[config.mk]
export PLATFORM = sky130hd
export DESIGN_NAME = mil1553_word_gen
export DESIGN_NICKNAME = d
export VERILOG_FILES = /design/src/rtl/mil1553_word_gen.sv
export SDC_FILE = /design/constraint.sdc
export NUM_CORES = 1
export LEC_CHECK = 0
export ABC_CLOCK_PERIOD_IN_PS = 6700
export CORE_MARGIN = 5
export CORE_UTILIZATION = 50
export DETAILED_ROUTE_END_ITERATION = 12
export PLACE_DENSITY = 0.77
export SLEW_MARGIN = 20
export SYNTH_ARGS = -nofsm -noshare
export SYNTH_HDL_FRONTEND = slang
export SYNTH_SLANG_ARGS = --single-unit
[constraint.sdc]
create_clock -name aclk -period 6.7 [get_ports aclk]
set_input_delay 2.01 -clock aclk [delete_from_list [all_inputs] [get_ports aclk]]
set_output_delay 2.01 -clock aclk [all_outputs]
set_load 0.1 [all_outputs]
[src/rtl/mil1553_word_gen.sv]
// MIL-STD-1553 word transmitter.
// Buffers 16-bit words from a valid/ready stream in a small FIFO and serialises
// each one as Manchester II: 3-bit-time sync, 16 data bits MSB first, odd parity.
// Ports:
//   aclk, arst        - clock, asynchronous active-high reset
//   s_tdata[15:0]     - word, bit 15 sent first
//   s_tuser[2:0]      - [0] command/status sync, [1] parity error, [2] Manchester error
//   s_tvalid/s_tready - input handshake (s_tready = FIFO not full, registered)
//   tx0_1553/tx1_1553 - differential line pair (00 when idle)
//   en_diff           - transceiver enable
//   busy              - transmitting, in gap, or FIFO holds words
//   words_sent[15:0]  - completed-word counter, wraps
module mil1553_word_gen #(
  parameter int unsigned CLOCK_SPEED = 50000000,
  parameter int unsigned BIT_RATE    = 1000000,
  parameter int unsigned GAP_BITS    = 4,
  parameter int unsigned FIFO_DEPTH  = 4,
  parameter bit          INVERT_DATA = 1'b0
) (
  input  logic        aclk,
  input  logic        arst,
  input  logic [15:0] s_tdata,
  input  logic [2:0]  s_tuser,
  input  logic        s_tvalid,
  output logic        s_tready,
  output logic        tx0_1553,
  output logic        tx1_1553,
  output logic        en_diff,
  output logic        busy,
  output logic [15:0] words_sent
);

  localparam int unsigned CPB       = CLOCK_SPEED / BIT_RATE;
  localparam int unsigned HALF      = CPB / 2;
  localparam int unsigned SYNC_LEN  = 3 * CPB;
  localparam int unsigned SYNC_HALF = SYNC_LEN / 2;
  localparam int unsigned GAP_LEN   = GAP_BITS * CPB;
  localparam int unsigned GAP_LAST  = (GAP_LEN > 0) ? GAP_LEN - 1 : 0;
  localparam int unsigned CYC_W     = $clog2(SYNC_LEN);
  localparam int unsigned GAP_W     = (GAP_LEN > 0) ? $clog2(GAP_LEN + 1) : 1;
  localparam int unsigned PTR_W     = $clog2(FIFO_DEPTH);
  localparam int unsigned CNT_W     = PTR_W + 1;
  localparam int unsigned ENT_W     = 19;

  if ((CPB < 4) || ((CPB % 2) != 0)) begin : g_bad_cpb
    $error("mil1553_word_gen: CLOCK_SPEED/BIT_RATE must be even and >= 4");
  end
  if ((FIFO_DEPTH < 2) || ((FIFO_DEPTH & (FIFO_DEPTH - 1)) != 0)) begin : g_bad_depth
    $error("mil1553_word_gen: FIFO_DEPTH must be a power of 2 and >= 2");
  end

  localparam logic [2:0] ST_IDLE   = 3'd0;
  localparam logic [2:0] ST_SYNC   = 3'd1;
  localparam logic [2:0] ST_DATA   = 3'd2;
  localparam logic [2:0] ST_PARITY = 3'd3;
  localparam logic [2:0] ST_GAP    = 3'd4;

  // FIFO storage and pointers
  logic [ENT_W-1:0] mem [FIFO_DEPTH];
  logic [PTR_W-1:0] wr_q, rd_q;
  logic [CNT_W-1:0] count_q, count_n;
  logic             push, pop, empty;
  logic [ENT_W-1:0] head;

  // FSM and datapath registers
  logic [2:0]       state_q, state_n;
  logic [CYC_W-1:0] cyc_q, cyc_n;
  logic [3:0]       bit_q, bit_n;
  logic [GAP_W-1:0] gap_q, gap_n;
  logic [15:0]      data_q, data_n;
  logic [2:0]       user_q, user_n;
  logic             par_q, par_n;
  logic [15:0]      words_q, words_n;
  logic             load, active, level, cur_bit;

  assign push  = s_tvalid & s_tready;
  assign empty = (count_q == '0);
  assign head  = mem[rd_q];

  // Next state, counters and the line level that goes with the next state
  always_comb begin
    state_n = state_q;
    cyc_n   = cyc_q;
    bit_n   = bit_q;
    gap_n   = gap_q;
    data_n  = data_q;
    user_n  = user_q;
    par_n   = par_q;
    words_n = words_q;
    load    = 1'b0;
    pop     = 1'b0;
    active  = 1'b0;
    level   = 1'b0;
    cur_bit = 1'b0;

    case (state_q)
      ST_IDLE: begin
        if (!empty) load = 1'b1;
      end
      ST_SYNC: begin
        if (cyc_q == CYC_W'(SYNC_LEN - 1)) begin
          state_n = ST_DATA;
          cyc_n   = '0;
          bit_n   = 4'd15;
        end else begin
          cyc_n = cyc_q + CYC_W'(1);
        end
      end
      ST_DATA: begin
        if (cyc_q == CYC_W'(CPB - 1)) begin
          cyc_n = '0;
          if (bit_q == 4'd0) state_n = ST_PARITY;
          else               bit_n   = bit_q - 4'd1;
        end else begin
          cyc_n = cyc_q + CYC_W'(1);
        end
      end
      ST_PARITY: begin
        if (cyc_q == CYC_W'(CPB - 1)) begin
          words_n = words_q + 16'd1;
          if (GAP_LEN > 0) begin
            state_n = ST_GAP;
            gap_n   = '0;
          end else if (!empty) begin
            load = 1'b1;
          end else begin
            state_n = ST_IDLE;
          end
        end else begin
          cyc_n = cyc_q + CYC_W'(1);
        end
      end
      ST_GAP: begin
        // A waiting word is popped on the last gap cycle so the idle line lasts
        // exactly GAP_BITS bit-times between words.
        if (gap_q == GAP_W'(GAP_LAST)) begin
          if (!empty) load = 1'b1;
          else        state_n = ST_IDLE;
        end else begin
          gap_n = gap_q + GAP_W'(1);
        end
      end
      default: state_n = ST_IDLE;
    endcase

    // Pop the FIFO head and start its sync
    if (load) begin
      pop     = 1'b1;
      state_n = ST_SYNC;
      cyc_n   = '0;
      data_n  = head[15:0];
      user_n  = head[18:16];
      par_n   = (~^head[15:0]) ^ head[17];
    end

    // tx0 level: a one is low-then-high, a zero is high-then-low
    case (state_n)
      ST_SYNC: begin
        active = 1'b1;
        level  = (cyc_n < CYC_W'(SYNC_HALF)) ? ~user_n[0] : user_n[0];
      end
      ST_DATA: begin
        active  = 1'b1;
        cur_bit = data_n[bit_n];
        // Manchester error: bit 15 keeps its first-half level for the whole bit
        if ((cyc_n < CYC_W'(HALF)) || (user_n[2] && (bit_n == 4'd15))) level = ~cur_bit;
        else                                                            level = cur_bit;
      end
      ST_PARITY: begin
        active  = 1'b1;
        cur_bit = par_n;
        level   = (cyc_n < CYC_W'(HALF)) ? ~cur_bit : cur_bit;
      end
      default: ;
    endcase

    count_n = count_q + CNT_W'(push) - CNT_W'(pop);
  end

  // FIFO write port
  always_ff @(posedge aclk) begin
    if (push) mem[wr_q] <= {s_tuser, s_tdata};
  end

  // State, counters and registered outputs
  always_ff @(posedge aclk or posedge arst) begin
    if (arst) begin
      state_q    <= ST_IDLE;
      cyc_q      <= '0;
      bit_q      <= '0;
      gap_q      <= '0;
      data_q     <= '0;
      user_q     <= '0;
      par_q      <= 1'b0;
      words_q    <= '0;
      wr_q       <= '0;
      rd_q       <= '0;
      count_q    <= '0;
      s_tready   <= 1'b0;
      tx0_1553   <= 1'b0;
      tx1_1553   <= 1'b0;
      en_diff    <= 1'b0;
      busy       <= 1'b0;
      words_sent <= '0;
    end else begin
      state_q    <= state_n;
      cyc_q      <= cyc_n;
      bit_q      <= bit_n;
      gap_q      <= gap_n;
      data_q     <= data_n;
      user_q     <= user_n;
      par_q      <= par_n;
      words_q    <= words_n;
      count_q    <= count_n;
      if (push) wr_q <= wr_q + PTR_W'(1);
      if (pop)  rd_q <= rd_q + PTR_W'(1);
      s_tready   <= (count_n != CNT_W'(FIFO_DEPTH));
      busy       <= (state_n != ST_IDLE) || (count_n != '0);
      tx0_1553   <= active & (level ^ INVERT_DATA);
      tx1_1553   <= active & ~(level ^ INVERT_DATA);
      en_diff    <= active;
      words_sent <= words_n;
    end
  end

endmodule

# Word level (Yosys, flattened, before mapping)
# Memory sizes are Yosys's and may differ from the RTL's.
# Cells that the tools add are included.
# classes
addsub	8
n_mul	0
div	0
n_lt_le_gt_ge	3
n_eq_ne	14
shift	0
mux	36
bitwise	8
reduce_logical	13
# op_table
operator	n
8-bit two-way mux	6
3-bit two-way mux	8
8-bit one-hot mux with 3 select lines	1
16-bit by 1-bit adder with 16-bit output, second input constant	1
8-bit by 1-bit adder with 8-bit output, second input constant	2
8-bit == test, second input constant	2
16-bit two-way mux	1
8-bit one-hot mux with 2 select lines	1
16-bit XNOR reduction	1
3-bit one-hot mux with 5 select lines	1
3-bit by 2-bit == test with 1-bit output, second input constant	4
4-bit two-way mux	3
1-bit two-way mux	11
8-bit by 6-bit == test with 1-bit output, second input constant	1
8-bit by 5-bit < comparator with 1-bit output, second input constant	1
8-bit by 7-bit < comparator with 1-bit output, second input constant	1
4-bit one-hot mux with 2 select lines	1
3-bit by 1-bit == test with 1-bit output, second input constant	2
3-bit logical NOT	2
3-bit nonzero test	2
4-bit by 5-bit < comparator with 1-bit output, second input constant	1
2-bit by 1-bit adder with 2-bit output, second input constant	2
1-bit binary-select mux with 4-bit select	1
4-bit == test, second input constant	1
18 further kinds	25
# word_totals
ff_bits	71
latchBits	0
mem_bits_rw	76
mem_bits_ro	0
inputBits	22
out_inout_bits	21
word_cells	100
n_memories	1
# memory_table
name	depth	word_bits	rd	rd_clocked_by_memory_dff	write_ports	line	rtl
mem	4	19	1	0	1	59	logic [ENT_W-1:0] mem [FIFO_DEPTH];

# Logic depth before layout (Yosys ltp)
# Gate-level depths: netlist (run 1).
# logic_depth
depth_word	12
depth_mapped	15
mapped_depth_nobuf	14

# Worst setup path before layout (run 1)
# Ideal clock, no wire load.
# synth_path
path_kind	input-to-reg
startpoint	input s_tvalid
endpoint	register busy
setup_time_ns	0.139
arrival_time_ns	3.798
t_required_ns	6.561
path_slack_ns	2.763
stages	9
n_path_buf	0
cell_sequence	nand2_1 ha_1 inv_1 ha_1 inv_1 fa_1 xnor2_1 xnor2_1 or4_1
# synth_via
elab_chain_len	5
# synth_lines
element	line	rtl
start, declared	24	input logic s_tvalid,
1-bit AND	76	assign push = s_tvalid & s_tready;
3-bit by 1-bit adder with 3-bit output	177	count_n = count_q + CNT_W'(push) - CNT_W'(pop);
3-bit by 1-bit subtractor with 3-bit output	177	
named net count_n[2]	61	logic [CNT_W-1:0] count_q, count_n;
3-bit nonzero test	218	busy <= (state_n != ST_IDLE) || (count_n != '0);
1-bit logical OR	218	
end signal, assigned	218	
end, declared	29	output logic busy,
# The timed path passes the listed nets, and every way through them passes these cells.
# A chain may end at the register's enable or synchronous reset.

# Final worst setup path (run 1)
# Same ends and word-level chain as after synthesis.

==> results of run 1 <==
[cell type report]
cell class,count,area (um2)
multi-input combinational,321,2680
fill,1092,5670
clock buffer,17,425
tap,180,225
timing repair buffer,44,435
clock inverter,15,165
sequential,146,4030
inverter,22,85.1
[power groups by stage]
stage | Combinational (mW) | Sequential, mW | Clock, mW
after floorplan | 0.882 | 1.29 | 0
after detailed placement | 1.12 | 1.29 | 0
after CTS | 1.13 | 1.27 | 0.961
after global routing | 1.21 | 1.29 | 1.01
final | 1.11 | 1.27 | 0.939
after global placement | 1.09 | 1.27 | 0
[metrics by stage]
stage	setup slack [ns]	instances
floorplan	2.76	508
global placement	2.20	713
detailed placement	2.13	713
CTS	2.57	745
global route	2.43	745
finish	2.56	745
[logic make-up (layout without fill, tap and decap cells)]
| group | Yosys count | count (layout) | synth area share, % |
|---|---|---|---|
| AOI/OAI and AO/OA | 66 | 66 | 7.62 |
| xor gates and xnor gates | 54 | 54 | 6.94 |
| adders and majority gates | 13 | 13 | 2.46 |
| buffers and inverters | 41 | 98 | 3.07 |
| DFF | 146 | 146 | 58.2 |
| muxes | 37 | 37 | 8.99 |
| and+or+nand+nor | 151 | 151 | 12.7 |
[worst max path at each step]
| stage | start | end | slack, ns |
|---|---|---|---|
| 2_1_floorplan | s_tvalid | busy$_DFF_PP0_ | 2.76 |
| 3_5_place_dp | s_tvalid | busy$_DFF_PP0_ | 2.13 |
| 4_1_cts | s_tvalid | busy$_DFF_PP0_ | 2.57 |
| 6_report | s_tvalid | busy$_DFF_PP0_ | 2.56 |
| 3_3_place_gp | s_tvalid | busy$_DFF_PP0_ | 2.20 |
| 5_1_grt | s_tvalid | busy$_DFF_PP0_ | 2.43 |
[cell usage in the layout, fill, tap and decap left out, drive strengths merged, types with 3 or more instances in the layout]
master,Yosys,final
mux2,12,12
mux4,19,19
mux2i,6,6
a31oi,5,5
xor2,17,17
nor3,9,9
edfxtp,76,76
a22oi,3,3
nor2,31,31
dfrtp,70,70
and3,9,9
clkinv,0,3
nor3b,4,4
nand2,41,41
ha,12,12
a21oi,9,9
inv,22,30
nor2b,3,3
clkdlybuf4s50,0,42
or2,3,3
clkbuf,2,17
clkinvlp,0,3
o211ai,7,7
nand2b,4,4
xnor2,37,37
nand4,14,14
o21ai,15,15
or4,3,3
a211oi,3,3
nand3,19,19
[routing by layer]
| metal | up-vias | track usage, % | share of wire [%] |
|---|---|---|---|
| met1 | 2108 | 21.2 | 42 |
| met4 | 0 | 6.43 | 1.6 |
| met5 | - | 0 | 0 |
| met2 | 102 | 29.2 | 52 |
| li1 | 1973 | - | - |
| met3 | 15 | 5.08 | 4.1 |
[sequential cells by signal (all words and copies together) (netlist names)]
register / flops
mem: 76
data_q: 16
words_q: 16
cyc_q: 8
gap_q: 8
bit_q: 4
count_q: 3
state_q: 3
rd_q: 2
user_q: 2
wr_q: 2
busy: 1
en_diff: 1
par_q: 1
s_tready: 1
tx0_1553: 1
tx1_1553: 1
[critical path, delay by kind of cell]
family                     cells  cell delay [ns]
xor gates and xnor gates       2             0.31
and+or+nand+nor                2             0.65
buffers and inverters          3             0.63
adders and majority gates      3             0.82
==> results.cfg, run 1 <==
[placement]
routabilityCongestion = 0.868
place_hpwl_um = 8890
io_buffers = 42
place_area_um2 = 7460

[setup_path]
reg2reg_depth = 12
cpMaxStageDelayCell = clkdlybuf4s50_1
crit_chain = clkdlybuf4s50_1 > nand2_1 > ha_1 > inv_1 > ha_1 > inv_1 > fa_1 > xnor2_1 > xnor2_1 > or4_1
timing.rr.end = tx1_1553$_DFF_PP0_
cp_max_fo = 5
arrival_ns = 4.43
end_kind = register
setup.worst_path.class = in2reg
cp.required_ns = 6.99
max_stage_delay_ns = 0.53
r2r-start = cyc_q[5]$_DFF_PP0_
cp-start-kind = input port
ff2ff_setup_slack_ns = 3.08

[power_and_ir_drop]
power_frac_seq_pct = 38.3
swShare_pct = 33.5
p_leak_nw = 3.14
power_mw = 3.31
p_sw_mw = 1.11
powerDensity_nw_per_um2 = 411
comb_power_share_pct = 33.4
power.internal_mw = 2.20
clockPowerShare_pct = 28.3
peakVddDrop_mv = 0.298

[timing]
fmax_mhz = 242
rsz0062_at_grt = false
finalCriticalPeriod_ns = 4.14
holdWs_ns = 0.479
worstMarginPinSlew_ns = 1.04
finClkSkew_ns = 0.0130
tns_ns = 0
slew_headroom_pct = 30.9
slew_viol_final = 0
hold_viol = 0
fin_crit_sh_pct = 61.7
finalSetupViolCount = 0

[global_routing]
grt_max_degree = 71
grt_usage_pct = 17.3
grt_pass1_wl_um = 22000
antenna_found_initial = 0
grt_pass1_vias = 4392
overflow = 0

[worst_hold_path]
min_path_cells = 1
hold_end = words_q[15]$_DFFE_PP0P_
hold_path_startpoint = words_q[15]$_DFFE_PP0P_
hp-class = reg2reg

[cts]
cts_tree = yes
cts_setup_buffers = 0
path_clk_slew_ns = 0.06
clkSinkCount = 146
clockBufferDepth = 2
clockRootBuffer = clkbuf_16
cts.repair.resized = 0
cts_hold_buf = 0
htree_levels = 4
clk_latency_ns = 0.42
cts_buffers = 17

[cells_and_area]
fin_util_pct = 58.7
drive_above_1_share_pct = 17.9
syn2layout_area_growth_pct = 16.2
nNetsFinal = 587
fin_area_um2 = 8050
diodes = 0

[floorplanning]
die_y_um = 128
row_count = 43
dieArea_um2 = 16300
initial_utilization_pct = 50.5
ios = 43
core_um2 = 13700
die_x_um = 128

[synth]
yosysWarnings = 0
synth_edf_count = 76
syn_nets = 543
yosysTopAreaCellShare_pct = 32.9
synth-async-reset-ratio_pct = 47.9
syn_avg_cell_area_um2 = 13.6
syn_inst = 508
yosysMostFrequentCell = edfxtp_1
ys_seq_area_share_pct = 58.2
syn_area_um2 = 6930
postSynthRegisterBits = 146
synth_area_leaders = edfxtp_1 (33%), dfrtp_1 (25%), mux4_2 (6.2%)
netlist_top_cells_count = edfxtp_1 (76), dfrtp_1 (70), nand2_1 (40), xnor2_1 (36), nor2_1 (29)
synth_ff_type = edfxtp_1
yosys.cell_types.count = 78
yosysTopAreaCell = edfxtp_1

[routing]
firstDrtPassIters = 4
route.vias.total = 4198
vias_per_cell = 5.63
drc = 0
drt_iter0_drc = 210
wirelength_um = 13100
wl_per_cell_um = 17.6
antenna_left = 0

[job]
cap_viol_max_count = 0

[run_status]
status = complete, no violations
(Power assumes the default switching activity.)
==> inputs of run 2 (changes only) <==
--- a/config.mk
+++ b/config.mk
@@ -5,7 +5,7 @@
 export SDC_FILE = /design/constraint.sdc
 export NUM_CORES = 1
 export LEC_CHECK = 0
-export ABC_CLOCK_PERIOD_IN_PS = 6700
+export ABC_CLOCK_PERIOD_IN_PS = 3900
 export CORE_MARGIN = 5
 export CORE_UTILIZATION = 50
 export DETAILED_ROUTE_END_ITERATION = 12
==> constraint.sdc (replaced) <==
create_clock -name aclk -period 3.9 [get_ports aclk]
set_input_delay 1.17 -clock aclk [delete_from_list [all_inputs] [get_ports aclk]]
set_output_delay 1.17 -clock aclk [all_outputs]
set_load 0.1 [all_outputs]
==> run 2 against run 1 <==
Sequential share of layout area grew 0.078 points. Non-clock buffer count increased by 7. Die area did not move. Clock power rose by 66%. Largest cell class unchanged.
==> results.cfg, run 2 (synthesized netlist as in run 1, its figures left out) <==
[placement]
io_buffers = 42
routabilityCongestion = 0.854
place_hpwl_um = 8810
place_area_um2 = 7470

[setup_path]
setup.worst_path.class = reg2reg
crit_start = cyc_q[0]$_DFF_PP0_
r2r-start = cyc_q[0]$_DFF_PP0_
ff2ff_setup_slack_ns = 0.55
end_kind = register
cp.required_ns = 4.20
cp-start-kind = register
cp_max_fo = 12
arrival_ns = 3.65
worstSetupEndpoint = tx1_1553$_DFF_PP0_
reg2reg_depth = 13
timing.rr.end = tx1_1553$_DFF_PP0_

[cells_and_area]
diodes = 0
top_register = mem
fill_cells = 1081
final_common_cell = edfxtp_1
regArea_um2 = 4030
mostFrequentLayoutCells = edfxtp_1 (76), dfrtp_1 (70), nand2_1 (40), xnor2_1 (36), nor2_1 (29)
fin_area_um2 = 8040
syn2layout_area_growth_pct = 16.0
largest_reg_flops = 76
multi_input_area_um2 = 2680
nNetsFinal = 594
drive_above_1_share_pct = 21.0
largest_registers = mem: 76 flops, data_q: 16 flops, words_q: 16 flops

[global_routing]
grt_pass1_vias = 4482
grt_max_degree = 71
overflow = 0
grt_usage_pct = 17.2
grt_pass1_wl_um = 22200
antenna_found_initial = 0

[routing]
wl_per_cell_um = 17.0
firstDrtPassIters = 4
drc = 0
route.vias.total = 4241
drt_iter0_drc = 229
antenna_left = 0
vias_per_cell = 5.64
wirelength_um = 12800

[floorplanning]
row_count = 43
initial_utilization_pct = 50.5
ios = 43
dieArea_um2 = 16300
die_y_um = 128
die_x_um = 128
core_um2 = 13700

[cts]
clockRootBuffer = clkbuf_16
cts.repair.resized = 0
cts_hold_buf = 0
clkSinkCount = 146
path_clk_slew_ns = 0.06
clockBufferDepth = 2
cts_buffers = 17
clk_latency_ns = 0.42
cts_setup_buffers = 0
cts_tree = yes
htree_levels = 4

[timing]
slew_headroom_pct = 35.0
tns_ns = 0
rsz0062_at_grt = false
slew_viol_final = 0
fmax_mhz = 298
finalSetupViolCount = 0
hold_viol = 0
finalCriticalPeriod_ns = 3.35
finClkSkew_ns = 0.0131
worstMarginPinSlew_ns = 0.971
fin_crit_sh_pct = 85.9

[worst_hold_path]
hp-class = reg2reg
min_path_cells = 1

[power_and_ir_drop]
powerDensity_nw_per_um2 = 706
swShare_pct = 32.4
clockPowerShare_pct = 27.5
power_frac_seq_pct = 38.2
p_sw_mw = 1.84
p_leak_nw = 3.20
peakVddDrop_mv = 0.476
comb_power_share_pct = 34.3
power.internal_mw = 3.84

[job]
cap_viol_max_count = 0

[run_status]
status = complete, no violations
-- run 2: cell types whose count changed in the layout (fill, tap and decap cells not counted), sizes merged --
cell           change
buf               +24
bufinv             +1
clkbuf             +4
clkdlybuf4s50     -17
clkinv             +1
clkinvlp           -1
inv                -5
-- run 2: critical path, stage by stage, from the launching register on --
cell and delay [ns]:
dfrtp_1 0.49, ha_1 0.27, and4bb_4 0.37, nand2_1 0.13, ha_1 0.21, nor3b_1 0.18
a21oi_1 0.07, o32ai_2 0.37, nand3_2 0.12, a32oi_2 0.28, xnor2_1 0.12, a21oi_2 0.22
inv_2 0.06, a221o_1 0.34
-- run 2: per-layer routing --
layer	GRT usage, %	wire (um)	up-vias	share of wire (%)
met2	28.8	6400	107	50
li1	-	-	1989	-
met1	22.2	5520	2125	43
met5	0	0	-	0
met4	5.49	220	0	1.7
met3	4.54	633	20	5.0
-- run 2: power groups by stage --
stage	clock network, mW	logic [mW]	registers (mW)
after floorplan	0	1.51	2.21
after global placement	0	1.92	2.18
after detailed placement	0	1.96	2.20
after CTS	1.59	1.99	2.17
after global routing	1.67	2.14	2.21
final	1.56	1.95	2.17
-- run 2: how the worst min path moves through the flow --
stage	start	end	slack (ns)
finish	words_q[15]$_DFFE_PP0P_	words_q[15]$_DFFE_PP0P_	0.47
CTS	words_q[15]$_DFFE_PP0P_	words_q[15]$_DFFE_PP0P_	0.48
global route	words_q[15]$_DFFE_PP0P_	words_q[15]$_DFFE_PP0P_	0.51
global placement	words_q[15]$_DFFE_PP0P_	words_q[15]$_DFFE_PP0P_	0.46
floorplan	user_q[2]$_DFF_PP0_	user_q[2]$_DFF_PP0_	0.44
detailed placement	words_q[15]$_DFFE_PP0P_	words_q[15]$_DFFE_PP0P_	0.47
-- run 2: final cells by class --
class / instances / share of cell area (%)
tap: 180 / 2.80
inverter: 22 / 1.06
clock inverter: 11 / 1.59
sequential: 146 / 50.2
clock buffer: 21 / 5.48
timing repair buffer: 51 / 5.54
multi-input combinational: 321 / 33.4
-- run 2: per-stage QoR --
stage               instances  hold slack [ns]  setup slack [ns]  util, %  power (mW)
global route              752            0.514             0.311     58.6        6.02
floorplan                 508            0.442             0.803        -        3.72
global placement          720            0.463             0.262     54.5        4.09
CTS                       752            0.479             0.534     58.6        5.75
detailed placement        720            0.468             0.184     54.5        4.16
finish                    752            0.472             0.549     58.6        5.68
